[src/rtl/fetch_queue.sv]
// fetch_queue: PC register plus a DEPTH-entry {pc, instr} FIFO between the
// combinational instruction memory and the issue stage.
//
// Ports:
//   clk, reset        clock and asynchronous active-low reset
//   fetch_en          allows a fetch in this cycle
//   imem_addr         instruction memory address (the current PC)
//   imem_rdata        instruction read combinationally from imem_addr
//   stall             per-reservation-station stall; any bit set blocks issue
//   redirect_valid    flush the queue and restart fetch at redirect_pc
//   redirect_pc       new fetch PC, used verbatim
//   issue_valid       head entry is valid
//   issue_pc          PC of the head entry (0 when empty)
//   issue_instr       instruction of the head entry (0 when empty)
//   count             number of occupied entries
//   full              count == DEPTH
module fetch_queue #(
    parameter int unsigned   XLEN     = 32,
    parameter int unsigned   DEPTH    = 4,
    parameter int unsigned   N_STALL  = 2,
    parameter logic [XLEN-1:0] RESET_PC = '0
) (
    input  logic                         clk,
    input  logic                         reset,
    input  logic                         fetch_en,
    output logic [XLEN-1:0]              imem_addr,
    input  logic [XLEN-1:0]              imem_rdata,
    input  logic [N_STALL-1:0]           stall,
    input  logic                         redirect_valid,
    input  logic [XLEN-1:0]              redirect_pc,
    output logic                         issue_valid,
    output logic [XLEN-1:0]              issue_pc,
    output logic [XLEN-1:0]              issue_instr,
    output logic [$clog2(DEPTH+1)-1:0]   count,
    output logic                         full
);

    localparam int unsigned PTR_W = (DEPTH > 1) ? $clog2(DEPTH) : 1;
    localparam int unsigned CNT_W = $clog2(DEPTH + 1);

    typedef struct packed {
        logic [XLEN-1:0] pc;
        logic [XLEN-1:0] instr;
    } entry_t;

    entry_t             mem_q [DEPTH];
    logic [XLEN-1:0]    pc_q, pc_d;
    logic [PTR_W-1:0]   rd_ptr_q, rd_ptr_d;
    logic [PTR_W-1:0]   wr_ptr_q, wr_ptr_d;
    logic [CNT_W-1:0]   count_q, count_d;
    logic               pop_c;
    logic               push_c;
    entry_t             head_c;

    // Handshake decode; pointers wrap naturally because DEPTH is a power of two.
    always_comb begin
        pop_c  = (count_q != '0) && !(|stall);
        push_c = fetch_en && !redirect_valid
                 && ((count_q != CNT_W'(DEPTH)) || pop_c);
    end

    // Next-state for PC, pointers and occupancy; redirect overrides push/pop.
    always_comb begin
        pc_d     = pc_q;
        rd_ptr_d = rd_ptr_q;
        wr_ptr_d = wr_ptr_q;
        count_d  = count_q;
        if (redirect_valid) begin
            pc_d     = redirect_pc;
            rd_ptr_d = '0;
            wr_ptr_d = '0;
            count_d  = '0;
        end else begin
            if (push_c) begin
                pc_d     = XLEN'(pc_q + XLEN'(4));
                wr_ptr_d = PTR_W'(wr_ptr_q + PTR_W'(1));
            end
            if (pop_c) begin
                rd_ptr_d = PTR_W'(rd_ptr_q + PTR_W'(1));
            end
            if (push_c && !pop_c) begin
                count_d = CNT_W'(count_q + CNT_W'(1));
            end else if (pop_c && !push_c) begin
                count_d = CNT_W'(count_q - CNT_W'(1));
            end
        end
    end

    // Control state.
    always_ff @(posedge clk or negedge reset) begin
        if (!reset) begin
            pc_q     <= RESET_PC;
            rd_ptr_q <= '0;
            wr_ptr_q <= '0;
            count_q  <= '0;
        end else begin
            pc_q     <= pc_d;
            rd_ptr_q <= rd_ptr_d;
            wr_ptr_q <= wr_ptr_d;
            count_q  <= count_d;
        end
    end

    // Entry storage needs no reset: the head view is masked while empty.
    always_ff @(posedge clk) begin
        if (push_c) begin
            mem_q[wr_ptr_q] <= '{pc: pc_q, instr: imem_rdata};
        end
    end

    always_comb begin
        head_c      = mem_q[rd_ptr_q];
        imem_addr   = pc_q;
        issue_valid = (count_q != '0);
        issue_pc    = issue_valid ? head_c.pc    : '0;
        issue_instr = issue_valid ? head_c.instr : '0;
        count       = count_q;
        full        = (count_q == CNT_W'(DEPTH));
    end

endmodule

[config.mk]
export PLATFORM = sky130hd
export DESIGN_NAME = fetch_queue
export DESIGN_NICKNAME = d
export VERILOG_FILES = /design/src/rtl/fetch_queue.sv
export SDC_FILE = /design/constraint.sdc
export NUM_CORES = 1
export LEC_CHECK = 0
export CAP_MARGIN = 10
export CELL_PAD_IN_SITES_DETAIL_PLACEMENT = 1
export CELL_PAD_IN_SITES_GLOBAL_PLACEMENT = 1
export CORE_ASPECT_RATIO = 1.2
export CORE_MARGIN = 2
export CORE_UTILIZATION = 40
export CTS_CLUSTER_SIZE = 30
export DETAILED_ROUTE_END_ITERATION = 6
export PLACE_DENSITY = 0.69
export SLEW_MARGIN = 20
export SYNTH_ARGS = -nofsm -noshare
export SYNTH_HDL_FRONTEND = slang
export SYNTH_SLANG_ARGS = --single-unit
[constraint.sdc]
create_clock -name clk -period 4.2 [get_ports clk]
set_clock_uncertainty 0.15 [all_clocks]
set_input_delay 1.26 -clock clk [delete_from_list [all_inputs] [get_ports clk]]
set_output_delay 1.26 -clock clk [all_outputs]
set_load 0.005 [all_outputs]
==> out/metrics.cfg, run 1 <==
[status]
status = finished clean

[job]
maxCapViolations = 0

[power_and_ir_drop]
p_switching_mw = 1.87
p_int_mw = 5.81
p_per_area_nw_per_um2 = 491
vdd_drop_max_mv = 0.289
p_leak_nw = 5.06
clock_power_share_pct = 33.6
seqPwrFrac_pct = 45.8
p_comb_share_pct = 20.7
swShare_pct = 24.3

[cells_and_area]
fin_nets = 979
utilization_pct = 51.6
antenna_cells = 0
syn2layout_area_growth_pct = 27.6
drive_gt1_share_pct = 16.8

[setup_path]
crit_slowest_cell = or3_2
critPathMaxFanout = 47
crit_type = reg2out
crit_start = count[0]$_DFFE_PN0P_
worstPathCellList = or3_2, buf_12, and2_1, clkdlybuf4s50_1
r2r_start = count[0]$_DFFE_PN0P_
required_ns = 2.79
end_kind = output port
worstRegToRegCells = 8
worstPathArrival_ns = 2.68
max_stage_delay_ns = 0.75
start_kind = flop

[route]
wl_mm = 29.6
drt_iter0_drc = 422
wire_per_inst_um = 22.4
routed_via_density = 5.40
firstDrtPassIters = 4
drc = 0
drtAntennaViolNets = 0
via_count = 7137

[yosys]
yosysWarnings = 0
seq_area_frac_synth_pct = 70.7
synthSimpleGateAreaFrac_pct = 9.80
synth_top_cells_by_area = edfxtp_1 63%, mux4_2 12%, dfrtp_1 8.0%
ys_types = 56
synthMuxAreaShare_pct = 12.4
post_synth.cell_area_avg_um2 = 17.2
synth_top_family_by_area = multiplexers
async_reset_ff_share_pct = 13.2
synth_xor_xnor_area_share_pct = 0.571
synth-compound-area-share_pct = 3.91
synth_fa_ha_area_share_pct = 0.673
synth_ff_type = edfxtp_1
syn-cell-area_um2 = 12300
ys_ff_latch = 295
synth_top_area_cell = edfxtp_1
netlist_instances = 714
synth_nets = 790
synth_most_common_cell = edfxtp_1
synth_commonest_cells = 256 x edfxtp_1, 67 x and2_1, 64 x mux4_2
synth-edff-count = 256
synth_top_area_share_pct = 62.7

[grt]
met2_usage_pct = 33.7
overflow = 0
grt_pass1_wl_mm = 46.5
antenna_found_initial = 0
grt.total_usage_pct = 19.0
met1_usage_pct = 25.0
grt_max_degree = 48
grtUsageMet3_pct = 2.49
busiest_layer = met2
grt_pass1_vias = 7993

[clock_network]
cts_tree = done
htree_levels = 1
hold_buffers = 0
clkTransAtPathRegs_ns = 0.06
clockRootBuffer = clkbuf_16
cts_max_path_buffers = 3
clk_latency_ns = 0.54
cts_sinks = 295
cts_buffers = 29

[placed_design]
hpwl_mm = 19.6
port_buffers = 170
gp_congestion = 0.773

[floorplan]
dieHeight_um = 196
num_rows = 70
core_um2 = 30300
start_util_pct = 40.5
ios = 171
die_w_um = 164
die_area_um2 = 32100

[min_path]
min_delay_path_depth = 0
hold_start = imem_addr[1]$_DFFE_PN0P_
worst_hold_path_type = reg2reg

[timing]
finalMaxSlewViolations = 0
fmax_ghz = 0.245
hold_slack_ns = 0.402
worst-slew-pin-transition_ns = 0.997
hold_viol = 0
rsz0062_at_grt = no
finalSetupTns_ns = 0
finalSetupViolations = 0
fin_crit_sh_pct = 97.3
period_needed_ns = 4.09
slew_headroom_pct = 33.5

[cell type report]
type / instances / area, um2
fillers: 2883 / 14700
flip-flops and latches: 295 / 8670
multi-input cells: 365 / 3370
repair buffers: 197 / 2110
clock buffers: 41 / 771
well taps: 396 / 495
clock inverters: 12 / 166
inverters: 15 / 56.3
[registers in the layout (all words and copies together), names as in the netlist]
name       count
count          3
imem_addr     32
mem_q        256
rd_ptr_q       2
wr_ptr_q       2
[per-stage QoR]
step | power (mW) | std cells | worst slack, ns | cell area (um2)
global route | 8.00 | 1321 | 0.0248 | 15600
floorplan | 4.23 | 714 | 0.505 | 12300
detailed placement | 5.19 | 1266 | 0.310 | 14700
global placement | 5.15 | 1266 | 0.389 | 14700
CTS | 7.77 | 1319 | 0.0356 | 15600
finish | 7.68 | 1321 | 0.115 | 15600
[power by group through the flow]
stage	logic, mW	registers (mW)	clock network (mW)
after floorplan	0.710	3.52	0
after global placement	1.58	3.58	0
after detailed placement	1.60	3.59	0
after CTS	1.61	3.53	2.63
after global routing	1.73	3.54	2.74
final	1.59	3.51	2.58
[placed cells by master (no fill, tap or decap), drive strengths merged, types with 6 or more instances in the layout]
| master | Yosys | final |
|---|---|---|
| nand2 | 23 | 23 |
| a31oi | 14 | 14 |
| or4 | 15 | 15 |
| nor2 | 23 | 23 |
| and3 | 7 | 7 |
| and2 | 68 | 68 |
| mux4 | 64 | 64 |
| nor4 | 6 | 6 |
| edfxtp | 256 | 256 |
| o31ai | 8 | 8 |
| dfrtp | 39 | 39 |
| buf | 14 | 29 |
| a21oi | 8 | 8 |
| clkinv | 1 | 7 |
| nand4 | 18 | 18 |
| nand3 | 19 | 19 |
| nor2b | 10 | 10 |
| clkbuf | 23 | 41 |
| mux2 | 6 | 6 |
| o21ai | 18 | 18 |
| xnor2 | 6 | 6 |
| nor3 | 6 | 6 |
| inv | 14 | 14 |
| clkdlybuf4s50 | 0 | 168 |
[path summary, 6_finish.rpt]
path | end | slack (ns)
worst max-delay path | issue_pc[15] | 0.11
worst min-delay path | mem_q[3][33]$_DFFE_PP_ | 0.40
min in group asynchronous | imem_addr[26]$_DFFE_PN0N_ | 0.73
max in group asynchronous | rd_ptr_q[1]$_DFFE_PN0P_ | 2.43
worst min register to register | mem_q[3][33]$_DFFE_PP_ | 0.40
worst max register to register | count[2]$_DFFE_PN0P_ | 1.17
[worst max-delay path, delay by kind of cell (launching register included)]
family / cells / cell delay [ns]
AND/OR/NAND/NOR: 2 / 0.95
buffers and inverters: 2 / 0.75
flip-flops: 1 / 0.43
[timing repair]
action / 4_1_cts / 5_1_grt
resized for setup: 0 / 0
buffers inserted: 0 / 2
setup endpoints to repair: 0 / 9
[routing by layer]
| layer | share of wire (%) | vias up | wire, um |
|---|---|---|---|
| li1 | - | 3218 | - |
| met1 | 42 | 3706 | 12500 |
| met2 | 52 | 177 | 15400 |
| met3 | 4.4 | 36 | 1300 |
| met4 | 1.5 | 0 | 443 |
| met5 | 0 | - | 0 |
[logic make-up (layout without fill, tap and decap cells)]
| logic type | after synthesis | after routing |
|---|---|---|
| simple gates | 208 | 208 |
| xor+xnor | 8 | 8 |
| mux | 71 | 71 |
| fa+ha+maj | 6 | 6 |
| flops | 295 | 295 |
| compound gates | 72 | 72 |
| buf+inv | 54 | 265 |
(Power assumes the default switching activity.)
==> inputs of run 2 (changes only) <==
Settings changed: CAP_MARGIN 10 to not set.
==> results of run 2 <==
No change in the layout: final DEF, timing and power equal those of run 1.
==> inputs of run 3 (changes only) <==
Settings changed: CTS_CLUSTER_SIZE 30 to 16, SKIP_LAST_GASP set to 1.
==> out/metrics.cfg, run 3 (synthesized netlist as in run 1, its figures left out) <==
[status]
status = finished clean

[cells_and_area]
syn2layout_area_growth_pct = 27.6
largest_reg_flops = 256
utilization_pct = 51.6
drive_gt1_share_pct = 17.0
final_common_cell = edfxtp_1
regMostFlops = mem_q
fin_nets = 979
antenna_cells = 0
layout_common_cells = 256 x edfxtp_1, 168 x clkdlybuf4s50_1, 67 x and2_1, 64 x mux4_2, 37 x dfrtp_1

[power_and_ir_drop]
p_leak_nw = 5.07
p_comb_share_pct = 20.6
swShare_pct = 24.4
vdd_drop_max_mv = 0.262
seqPwrFrac_pct = 45.7
p_int_mw = 5.81
total_power_mw = 7.68
clock_power_share_pct = 33.7
p_switching_mw = 1.87
p_per_area_nw_per_um2 = 491

[setup_path]
critPathMaxFanout = 47
required_ns = 2.79
worstRegToRegCells = 8
crit_slowest_cell = or3_2
crit_type = reg2out
critical_path_buf_inv_count = 2
r2r_end = count[2]$_DFFE_PN0P_
crit_family = simple AND/OR/NAND/NOR gates
r2r_start = count[0]$_DFFE_PN0P_
end_kind = output port
crit_cells = 4
max_stage_delay_ns = 0.75
worstPathCellList = or3_2, buf_12, and2_1, clkdlybuf4s50_1
r2r_slack_ns = 1.18
worstPathArrival_ns = 2.68
start_kind = flop

[clock_network]
clkTransAtPathRegs_ns = 0.06
hold_buffers = 0
cts_resized = 0
clk_latency_ns = 0.54
cts_tree = done
cts_buffers = 29
clockRootBuffer = clkbuf_16
cts_max_path_buffers = 3
cts_sinks = 295
htree_levels = 1

[floorplan]
die_area_um2 = 32100
core_um2 = 30300
ios = 171
start_util_pct = 40.5
num_rows = 70
dieHeight_um = 196
die_w_um = 164

[route]
wire_per_inst_um = 22.4
wl_mm = 29.6
via_count = 7161
drc = 0
drt_iter0_drc = 386
drtAntennaViolNets = 0
routed_via_density = 5.42
firstDrtPassIters = 5

[grt]
overflow = 0
grt_pass1_vias = 7927
grt_max_degree = 48
grt.total_usage_pct = 19.0
antenna_found_initial = 0
grt_pass1_wl_mm = 46.4

[placed_design]
hpwl_mm = 19.6
gp_congestion = 0.773
place_ws_ns = 0.310
port_buffers = 170

[timing]
slew_headroom_pct = 33.4
fin_ws_ns = 0.112
hold_viol = 0
fmax_ghz = 0.245
fin_crit_sh_pct = 97.3
finalSetupTns_ns = 0
rsz0062_at_grt = no
finalMaxSlewViolations = 0
worst-slew-pin-transition_ns = 0.998
finalSetupViolations = 0
period_needed_ns = 4.09

[job]
maxCapViolations = 0

[min_path]
hold_start = imem_addr[1]$_DFFE_PN0P_
min_delay_path_depth = 0
holdPathEnd = mem_q[3][33]$_DFFE_PP_
worst_hold_path_type = reg2reg

==> run 3: changes by cell type in the layout (fill, tap and decap cells not counted), sizes merged <==
| cell | before | now |
|---|---|---|
| inv | 14 | 15 |
| clkinvlp | 2 | 1 |
| clkinv | 7 | 8 |
==> run 3: per-layer routing <==
metal	global-route usage (%)	vias to the layer above	wire (um)
li1	-	3227	-
met1	25.0	3731	12400
met2	33.4	170	15400
met3	2.64	33	1340
met4	4.32	0	440
met5	0	-	0
==> run 3: power groups by stage <==
| stage | sequential (mW) | clock [mW] | combinational [mW] |
|---|---|---|---|
| after floorplan | 3.52 | 0 | 0.710 |
| after global placement | 3.58 | 0 | 1.58 |
| after detailed placement | 3.59 | 0 | 1.60 |
| after CTS | 3.53 | 2.65 | 1.61 |
| after global routing | 3.53 | 2.75 | 1.73 |
| final | 3.51 | 2.59 | 1.59 |
==> run 3: how the worst max path moves through the flow <==
stage,to,startpoint,slack [ns]
5_1_grt,issue_pc[15],count[0]$_DFFE_PN0P_,0.01
2_1_floorplan,mem_q[0][0]$_DFFE_PP_,stall[1],0.51
6_report,issue_pc[15],count[0]$_DFFE_PN0P_,0.11
4_1_cts,issue_pc[11],rd_ptr_q[0]$_DFFE_PN0P_,0.02
3_3_place_gp,count[2]$_DFFE_PN0P_,stall[1],0.39
3_5_place_dp,count[2]$_DFFE_PN0P_,stall[1],0.31
==> run 3: layout make-up <==
type | instances | area, um2
multi-input cells | 365 | 3370
flip-flops and latches | 295 | 8670
repair buffers | 197 | 2110
clock inverters | 13 | 174
inverters | 15 | 56.3
well taps | 396 | 495
clock buffers | 41 | 771
fillers | 2885 | 14700
==> run 3: timing repair <==
item | in CTS | in global routing
setup buffers | 0 | 2
setup endpoints to repair | 0 | 17
endpoints found under the hold margin | 0 | 0
==> run 3: metrics by stage <==
| step | area, um2 | std cells | hold slack, ns |
|---|---|---|---|
| after floorplan | 12300 | 714 | 0.365 |
| after global placement | 14700 | 1266 | 0.382 |
| after detailed placement | 14700 | 1266 | 0.402 |
| after CTS | 15600 | 1320 | 0.398 |
| after global routing | 15600 | 1322 | 0.434 |
| final | 15600 | 1322 | 0.408 |
